`src/rtl/time_disp_pkg.sv`:
```
// Shared types and constants for the multiplexed HH.MM.SS display.
// Segment codes are active-high, bit0 = a .. bit6 = g.
package time_disp_pkg;

    typedef logic [2:0] digit_t;

    typedef enum logic [2:0] {
        DIG_S1  = 3'd0,
        DIG_S10 = 3'd1,
        DIG_M1  = 3'd2,
        DIG_M10 = 3'd3,
        DIG_H1  = 3'd4,
        DIG_H10 = 3'd5
    } digit_e;

    localparam logic [6:0] SEG_0     = 7'b0111111;
    localparam logic [6:0] SEG_1     = 7'b0000110;
    localparam logic [6:0] SEG_2     = 7'b1011011;
    localparam logic [6:0] SEG_3     = 7'b1001111;
    localparam logic [6:0] SEG_4     = 7'b1100110;
    localparam logic [6:0] SEG_5     = 7'b1101101;
    localparam logic [6:0] SEG_6     = 7'b1111101;
    localparam logic [6:0] SEG_7     = 7'b0000111;
    localparam logic [6:0] SEG_8     = 7'b1111111;
    localparam logic [6:0] SEG_9     = 7'b1101111;
    localparam logic [6:0] SEG_DASH  = 7'b1000000;
    localparam logic [6:0] SEG_BLANK = 7'b0000000;

    localparam logic [5:0] SEC_MAX = 6'd59;
    localparam logic [5:0] MIN_MAX = 6'd59;
    localparam logic [5:0] HR_MAX  = 6'd23;

    function automatic logic [6:0] seg7(input logic [3:0] v);
        logic [6:0] c;
        case (v)
            4'd0:    c = SEG_0;
            4'd1:    c = SEG_1;
            4'd2:    c = SEG_2;
            4'd3:    c = SEG_3;
            4'd4:    c = SEG_4;
            4'd5:    c = SEG_5;
            4'd6:    c = SEG_6;
            4'd7:    c = SEG_7;
            4'd8:    c = SEG_8;
            4'd9:    c = SEG_9;
            default: c = SEG_BLANK;
        endcase
        return c;
    endfunction

endpackage

```
`src/rtl/bin2bcd_2digit.sv`:
```
// 6-bit binary to two BCD digits via compare-subtract, plus range check.
module bin2bcd_2digit
    import time_disp_pkg::*;
#(
    parameter logic [5:0] MAX = SEC_MAX
) (
    input  logic [5:0] bin,
    output logic [3:0] tens,
    output logic [3:0] ones,
    output logic       valid
);

    // Values 60..63 leave ones > 9; they are always out of range anyway
    always_comb begin
        tens = 4'd0;
        ones = bin[3:0];
        if (bin >= 6'd50) begin
            tens = 4'd5;
            ones = 4'(bin - 6'd50);
        end else if (bin >= 6'd40) begin
            tens = 4'd4;
            ones = 4'(bin - 6'd40);
        end else if (bin >= 6'd30) begin
            tens = 4'd3;
            ones = 4'(bin - 6'd30);
        end else if (bin >= 6'd20) begin
            tens = 4'd2;
            ones = 4'(bin - 6'd20);
        end else if (bin >= 6'd10) begin
            tens = 4'd1;
            ones = 4'(bin - 6'd10);
        end
    end

    assign valid = (bin <= MAX);

endmodule

```
`src/rtl/time_display_mux.sv`:
```
// Snapshots hr/min/sec once per frame and scans six multiplexed
// 7-segment digits with per-pair blinking and dash for bad values.
module time_display_mux
    import time_disp_pkg::*;
#(
    parameter int SCAN_DIV     = 50_000,
    parameter int BLINK_FRAMES = 250,
    parameter bit ACTIVE_LOW   = 1'b1,
    parameter bit HR_LZ_BLANK  = 1'b0
) (
    input  logic       clk,
    input  logic       reset_n,
    input  logic [5:0] sec,
    input  logic [5:0] min,
    input  logic [4:0] hr,
    input  logic [2:0] blink_en,
    output logic [6:0] seg,
    output logic       dp,
    output logic [5:0] an,
    output logic       frame_done
);

    localparam int SW = $clog2(SCAN_DIV);
    localparam int FW = (BLINK_FRAMES > 1) ? $clog2(BLINK_FRAMES) : 1;
    localparam logic [SW-1:0] SCNT_LAST = SW'(SCAN_DIV - 1);
    localparam logic [FW-1:0] FCNT_LAST = FW'(BLINK_FRAMES - 1);
    localparam logic [6:0] SEG_OFF = ACTIVE_LOW ? 7'h7F : 7'h00;
    localparam logic [5:0] AN_OFF  = ACTIVE_LOW ? 6'h3F : 6'h00;
    localparam logic       DP_OFF  = ACTIVE_LOW;

    logic [SW-1:0] r_scnt;
    digit_e        r_digit;
    digit_e        w_digit_nxt;
    logic          w_slot_wrap;
    logic          w_frame_end;

    logic [5:0]    r_sec;
    logic [5:0]    r_min;
    logic [4:0]    r_hr;
    logic [FW-1:0] r_fcnt;
    logic          r_phase;

    logic [3:0]    w_sec_t, w_sec_o;
    logic [3:0]    w_min_t, w_min_o;
    logic [3:0]    w_hr_t, w_hr_o;
    logic          w_sec_ok, w_min_ok, w_hr_ok;

    logic [3:0]    w_val;
    logic          w_ok;
    logic [1:0]    w_pair;
    logic          w_show;
    logic [6:0]    w_code;
    logic [5:0]    w_an_on;
    logic          w_dp_on;
    logic [6:0]    w_seg;
    logic [5:0]    w_an;
    logic          w_dp;

    logic [6:0]    r_seg;
    logic [5:0]    r_an;
    logic          r_dp;
    logic          r_frame_done;

    bin2bcd_2digit #(.MAX(SEC_MAX)) u_sec (
        .bin   (r_sec),
        .tens  (w_sec_t),
        .ones  (w_sec_o),
        .valid (w_sec_ok)
    );

    bin2bcd_2digit #(.MAX(MIN_MAX)) u_min (
        .bin   (r_min),
        .tens  (w_min_t),
        .ones  (w_min_o),
        .valid (w_min_ok)
    );

    bin2bcd_2digit #(.MAX(HR_MAX)) u_hr (
        .bin   ({1'b0, r_hr}),
        .tens  (w_hr_t),
        .ones  (w_hr_o),
        .valid (w_hr_ok)
    );

    assign w_slot_wrap = (r_scnt == SCNT_LAST);
    assign w_frame_end = w_slot_wrap && (r_digit == DIG_H10);

    always_comb begin
        w_digit_nxt = r_digit;
        if (w_slot_wrap) begin
            w_digit_nxt = (r_digit == DIG_H10) ? DIG_S1
                                               : digit_e'(r_digit + 3'd1);
        end
    end

    always_comb begin
        w_val  = 4'd0;
        w_ok   = 1'b1;
        w_pair = 2'd0;
        unique case (r_digit)
            DIG_S1:  begin w_val = w_sec_o; w_ok = w_sec_ok; w_pair = 2'd0; end
            DIG_S10: begin w_val = w_sec_t; w_ok = w_sec_ok; w_pair = 2'd0; end
            DIG_M1:  begin w_val = w_min_o; w_ok = w_min_ok; w_pair = 2'd1; end
            DIG_M10: begin w_val = w_min_t; w_ok = w_min_ok; w_pair = 2'd1; end
            DIG_H1:  begin w_val = w_hr_o;  w_ok = w_hr_ok;  w_pair = 2'd2; end
            DIG_H10: begin w_val = w_hr_t;  w_ok = w_hr_ok;  w_pair = 2'd2; end
            default: ;
        endcase
        w_code = w_ok ? seg7(w_val) : SEG_DASH;
        // Slot 0 of every digit is dark so the previous digit cannot ghost
        w_show = (r_scnt != '0)
              && !(r_phase && blink_en[w_pair])
              && !(HR_LZ_BLANK && (r_digit == DIG_H10) && (r_hr < 5'd10));
        w_an_on = w_show ? (6'b1 << r_digit) : 6'b0;
        w_dp_on = (r_digit == DIG_M1) || (r_digit == DIG_H1);
        w_seg   = ACTIVE_LOW ? ~w_code  : w_code;
        w_an    = ACTIVE_LOW ? ~w_an_on : w_an_on;
        w_dp    = ACTIVE_LOW ? ~w_dp_on : w_dp_on;
    end

    always_ff @(posedge clk or negedge reset_n) begin
        if (!reset_n) begin
            r_scnt       <= '0;
            r_digit      <= DIG_S1;
            r_sec        <= '0;
            r_min        <= '0;
            r_hr         <= '0;
            r_fcnt       <= '0;
            r_phase      <= 1'b0;
            r_seg        <= SEG_OFF;
            r_an         <= AN_OFF;
            r_dp         <= DP_OFF;
            r_frame_done <= 1'b0;
        end else begin
            r_scnt       <= w_slot_wrap ? '0 : r_scnt + 1'b1;
            r_digit      <= w_digit_nxt;
            r_seg        <= w_seg;
            r_an         <= w_an;
            r_dp         <= w_dp;
            r_frame_done <= w_frame_end;
            if (w_frame_end) begin
                r_sec <= sec;
                r_min <= min;
                r_hr  <= hr;
                if (r_fcnt == FCNT_LAST) begin
                    r_fcnt  <= '0;
                    r_phase <= ~r_phase;
                end else begin
                    r_fcnt <= r_fcnt + 1'b1;
                end
            end
        end
    end

    assign seg        = r_seg;
    assign an         = r_an;
    assign dp         = r_dp;
    assign frame_done = r_frame_done;

endmodule

```
`config.mk`:
```
export PLATFORM = sky130hd
export DESIGN_NAME = time_display_mux
export DESIGN_NICKNAME = d
export VERILOG_FILES = /design/src/rtl/time_disp_pkg.sv /design/src/rtl/bin2bcd_2digit.sv /design/src/rtl/time_display_mux.sv
export SDC_FILE = /design/constraint.sdc
export NUM_CORES = 1
export LEC_CHECK = 0
export BUFFER_PORTS_ARGS = -buffer_cell sky130_fd_sc_hd__buf_2
export CORE_AREA = 2 2 114 116
export DETAILED_ROUTE_END_ITERATION = 10
export DIE_AREA = 0 0 116 118
export HOLD_SLACK_MARGIN = 0.15
export PLACE_DENSITY_LB_ADDON = 0.1
export RECOVER_POWER = 100
export SLEW_MARGIN = 10
export SYNTH_ARGS = -nofsm -noshare
export SYNTH_HDL_FRONTEND = slang
export SYNTH_SLANG_ARGS = --single-unit
```
`constraint.sdc`:
```
create_clock -name clk -period 3.3 [get_ports clk]
set_input_delay 0.66 -clock clk [delete_from_list [all_inputs] [get_ports clk]]
set_output_delay 0.66 -clock clk [all_outputs]
set_load 0.01 [all_outputs]
```
==> metrics.md <==
| Metric | Value |
|---|---|
| Cell Rows | `between 40 and 50` |
| Crit path arrival time | `approximately 3300 ps` |
| Post-cts sizing count | `0` |
| Combinational power share | `under 10%` |
| Post-CTS setup buffer count | `0` |
| Vias in the first global route | `~3,400` |
| Area growth, synth to finish | `14.9%` |
| TritonCTS Sinks | `60` |
| Layout Utilization | `just under 40%` |
| Final Critical Period | `~3000 ps` |
| Chip Width | `approximately 120 um` |
| Min Hold Slack | `473 ps` |
| Max Slew Vio Count | `0` |
| Hold_buf cts | `0` |
| CP Capture Type | `flip-flop` |
| R2R depth | `11` |
| FF-to-FF End | `seg[3]` |
| Number of synthesized register bits | `60` |
| All-Layer GR Usage | `between 10% and 20%` |
| Sequential area share after synthesis | `between 30% and 40%` |
| Antenna violation net count after detailed routing | `0` |
| Worst min path class | `input pin to asynchronous set/reset pin` |
| Most frequent cells in the layout | `nand2_1 (74), dfrtp_1 (43), o21ai_0 (33), ha_1 (28), nor2_1 (24)` |
| Number of I/O pins | `37` |
| RSZ-0062 raised after global routing | `false` |
| FF-to-FF Start | `r_min[3]` |
| Initial Util | `around 33%` |
| Max cap viols | `0` |
| Tcrit/Tclk final | `a little over 90%` |
| Switching power | `362 uW` |
| Share of layout cells above drive strength 1 | `17.1%` |
| Mapped Nets | `approximately 510` |
| Synth warnings | `0` |
| R2r setup slk | `~240 ps` |
| Die H | `between 100 and 150 um` |
| Post-synth ARST share | `between 90% and 100%` |
| Flop pwr share | `43.1%` |
| CORE AREA | `around 12,000 um2` |
| Clock Latency Late Sink | `~340 ps` |
| DR WL/cell | `around 15 um` |
| GRT Residual Overflow | `0` |
| Final setup vio count | `0` |
| Antenna violations before repair | `0` |
| Critical path launch point | `r_min[3]` |
| Count of antenna diodes in the layout | `0` |
| CP Launch Type | `flip-flop` |
| Root Buffer | `clkbuf_16` |
| CP Capture Point | `seg[3]` |
| Clk_skew | `around 7.6 ps` |
| Largest net degree at the start of global routing | `43` |
| Worst-Margin Slew | `about 1100 ps` |
| Post-synth EDFFs | `0` |
| Fmax | `roughly 330 MHz` |
| Clock power frac | `~55%` |
| Vias per cell | `5.10` |
| Maximum clock insertion buffer count | `2` |
| WP data required | `3560 ps` |
| Port Buffers | `36` |
| Setup TNS Final | `0 ps` |
| First drt pass iteration count | `6` |
| Clock transition at the registers of the reported paths | `about 50 ps` |
| Crit Path Class | `flip-flop to flip-flop` |
| Pwr dens | `around 360 nW/um2` |
| Non-Filler Instances | `slightly below 700` |
| Netlist cell types | `just over 80` |
| Commonest non-fill, non-tap cell in the layout | `nand2_1` |
| Synth Flop Type | `dfrtp_1` |
| Total number of vias | `~3,500` |
| CTS tree | `built` |
| CTS buffer count | `9` |
| Final hold violation count | `0` |
| Synth Instances | `around 460` |
| Post-DP HPWL | `around 7400 um` |
| Final wirelength | `roughly 10,000 um` |
| First-pass GRT wire length | `~17,000 um` |
| Nets | `549` |
| Pint | `approximately 1400 uW` |
| Slew margin rel. | `between 20% and 30%` |
| Leakage | `around 0.0019 uW` |
| CP max FO | `13` |
| Cells after DPL | `660` |
| Status | `finished, final reports clean` |
| Syn Area/Cell | `~9.1 um2` |
| Die ar. | `roughly 14,000 um2` |
| Peak VDD IR | `between 0.3 and 0.4 mV` |
| Number of remaining DRC errors | `0` |
| Iteration-0 DRC Markers | `between 200 and 250` |
| Routability cong. | `roughly 0.9` |
| Net Sw Frac | `a little over a fifth` |
| Mapped cell area | `4150 um2` |
| H-tree Lvls | `3` |
| Filler cells | `about 1,300` |
worst min path at each step:
stage / from / endpoint / slack, ps / cells past startpoint
CTS: reset_n / r_min[5] / 270 / 1
detailed placement: r_fcnt[6] / r_fcnt[6] / 470 / 1
floorplan: reset_n / frame_done / 360 / 0
global route: r_phase / r_phase / 490 / 1
finish: reset_n / r_min[5] / 470 / 1
global placement: r_phase / r_phase / 470 / 1
synthesized netlist by cell type, types with 4 or more instances:
cell | number | area share [%]
nand2_1 | 74 | 6.7
dfrtp_1 | 46 | 28
o21ai_0 | 33 | 4.0
ha_1 | 28 | 8.4
nor2_1 | 24 | 2.2
inv_1 | 20 | 1.8
nand3_1 | 15 | 1.8
dfstp_2 | 14 | 8.9
nor2b_1 | 14 | 2.1
a21oi_1 | 12 | 1.4
nor3_1 | 12 | 1.4
xnor2_1 | 8 | 1.7
a311oi_1 | 7 | 1.5
and3_1 | 7 | 1.1
xor2_1 | 7 | 1.5
clkbuf_1 | 6 | 0.54
nand2b_1 | 6 | 0.90
nand4_1 | 6 | 0.90
o31ai_1 | 6 | 1.1
or3_1 | 6 | 0.90
o211ai_1 | 5 | 0.90
a21o_1 | 4 | 0.72
a31oi_1 | 4 | 0.60
buf_2 | 4 | 0.48
buf_6 | 4 | 1.1
clkbuf_8 | 4 | 1.3
mux2i_1 | 4 | 0.96
power by group through the flow:
stage | clock, uW | sequential [uW] | combinational (uW)
2_1_floorplan | 0 | 750 | 1.64
3_3_place_gp | 0 | 749 | 31.3
3_5_place_dp | 0 | 749 | 31.2
4_1_cts | 980 | 737 | 31.3
5_1_grt | 1020 | 737 | 34.0
6_report | 946 | 737 | 28.7
cell type report:
cell class | count | area, um2 | share of cell area (%)
timing repair buffer | 52 | 256 | 5.38
inverter | 21 | 78.8 | 1.65
clock inverter | 4 | 48.8 | 1.02
sequential | 60 | 1520 | 31.9
clock buffer | 12 | 246 | 5.17
tap | 172 | 215 | 4.51
multi-input combinational | 355 | 2400 | 50.3
layer usage:
metal,vias up,routed length (um),track usage [%]
met5,-,0,0
met4,0,135,4.69
met3,10,371,4.69
met2,56,4820,25.2
met1,1658,4850,21.8
li1,1726,-,-
cell families after synthesis:
family	after synthesis	synth area share (%)
compound gates	120	22.6
fa+ha+maj	28	8.44
mux	5	1.24
buf+inv	40	5.43
simple gates	187	22.6
xor+xnor	15	3.17
flops	60	36.6
critical path, stage by stage, from the launching register on:
cell and delay [ps]:
dfrtp_2 490, ha_1 280, and3_1 230, a311oi_4 400, a211oi_1 130, a311oi_1 280
o211ai_1 180, a211oi_4 190, a21o_1 180, ha_1 250, or2_0 230, a2bb2oi_1 150
through the flow:
step | setup WS [ps] | total power, uW | instance area, um2
after CTS | 156 | 1750 | 4810
after detailed placement | 183 | 781 | 4520
after global placement | 284 | 781 | 4520
after floorplan | 503 | 751 | 4150
final | 241 | 1710 | 4770
after global routing | 4.80 | 1790 | 4770
flip-flops by register name (all words and copies together), names as in the netlist:
name / flops
seg: 7
r_hr: 5
r_phase: 1
r_digit: 3
r_min: 6
frame_done: 1
r_fcnt: 8
r_sec: 6
dp: 1
r_scnt: 16
an: 6
(Power assumes the default switching activity.)
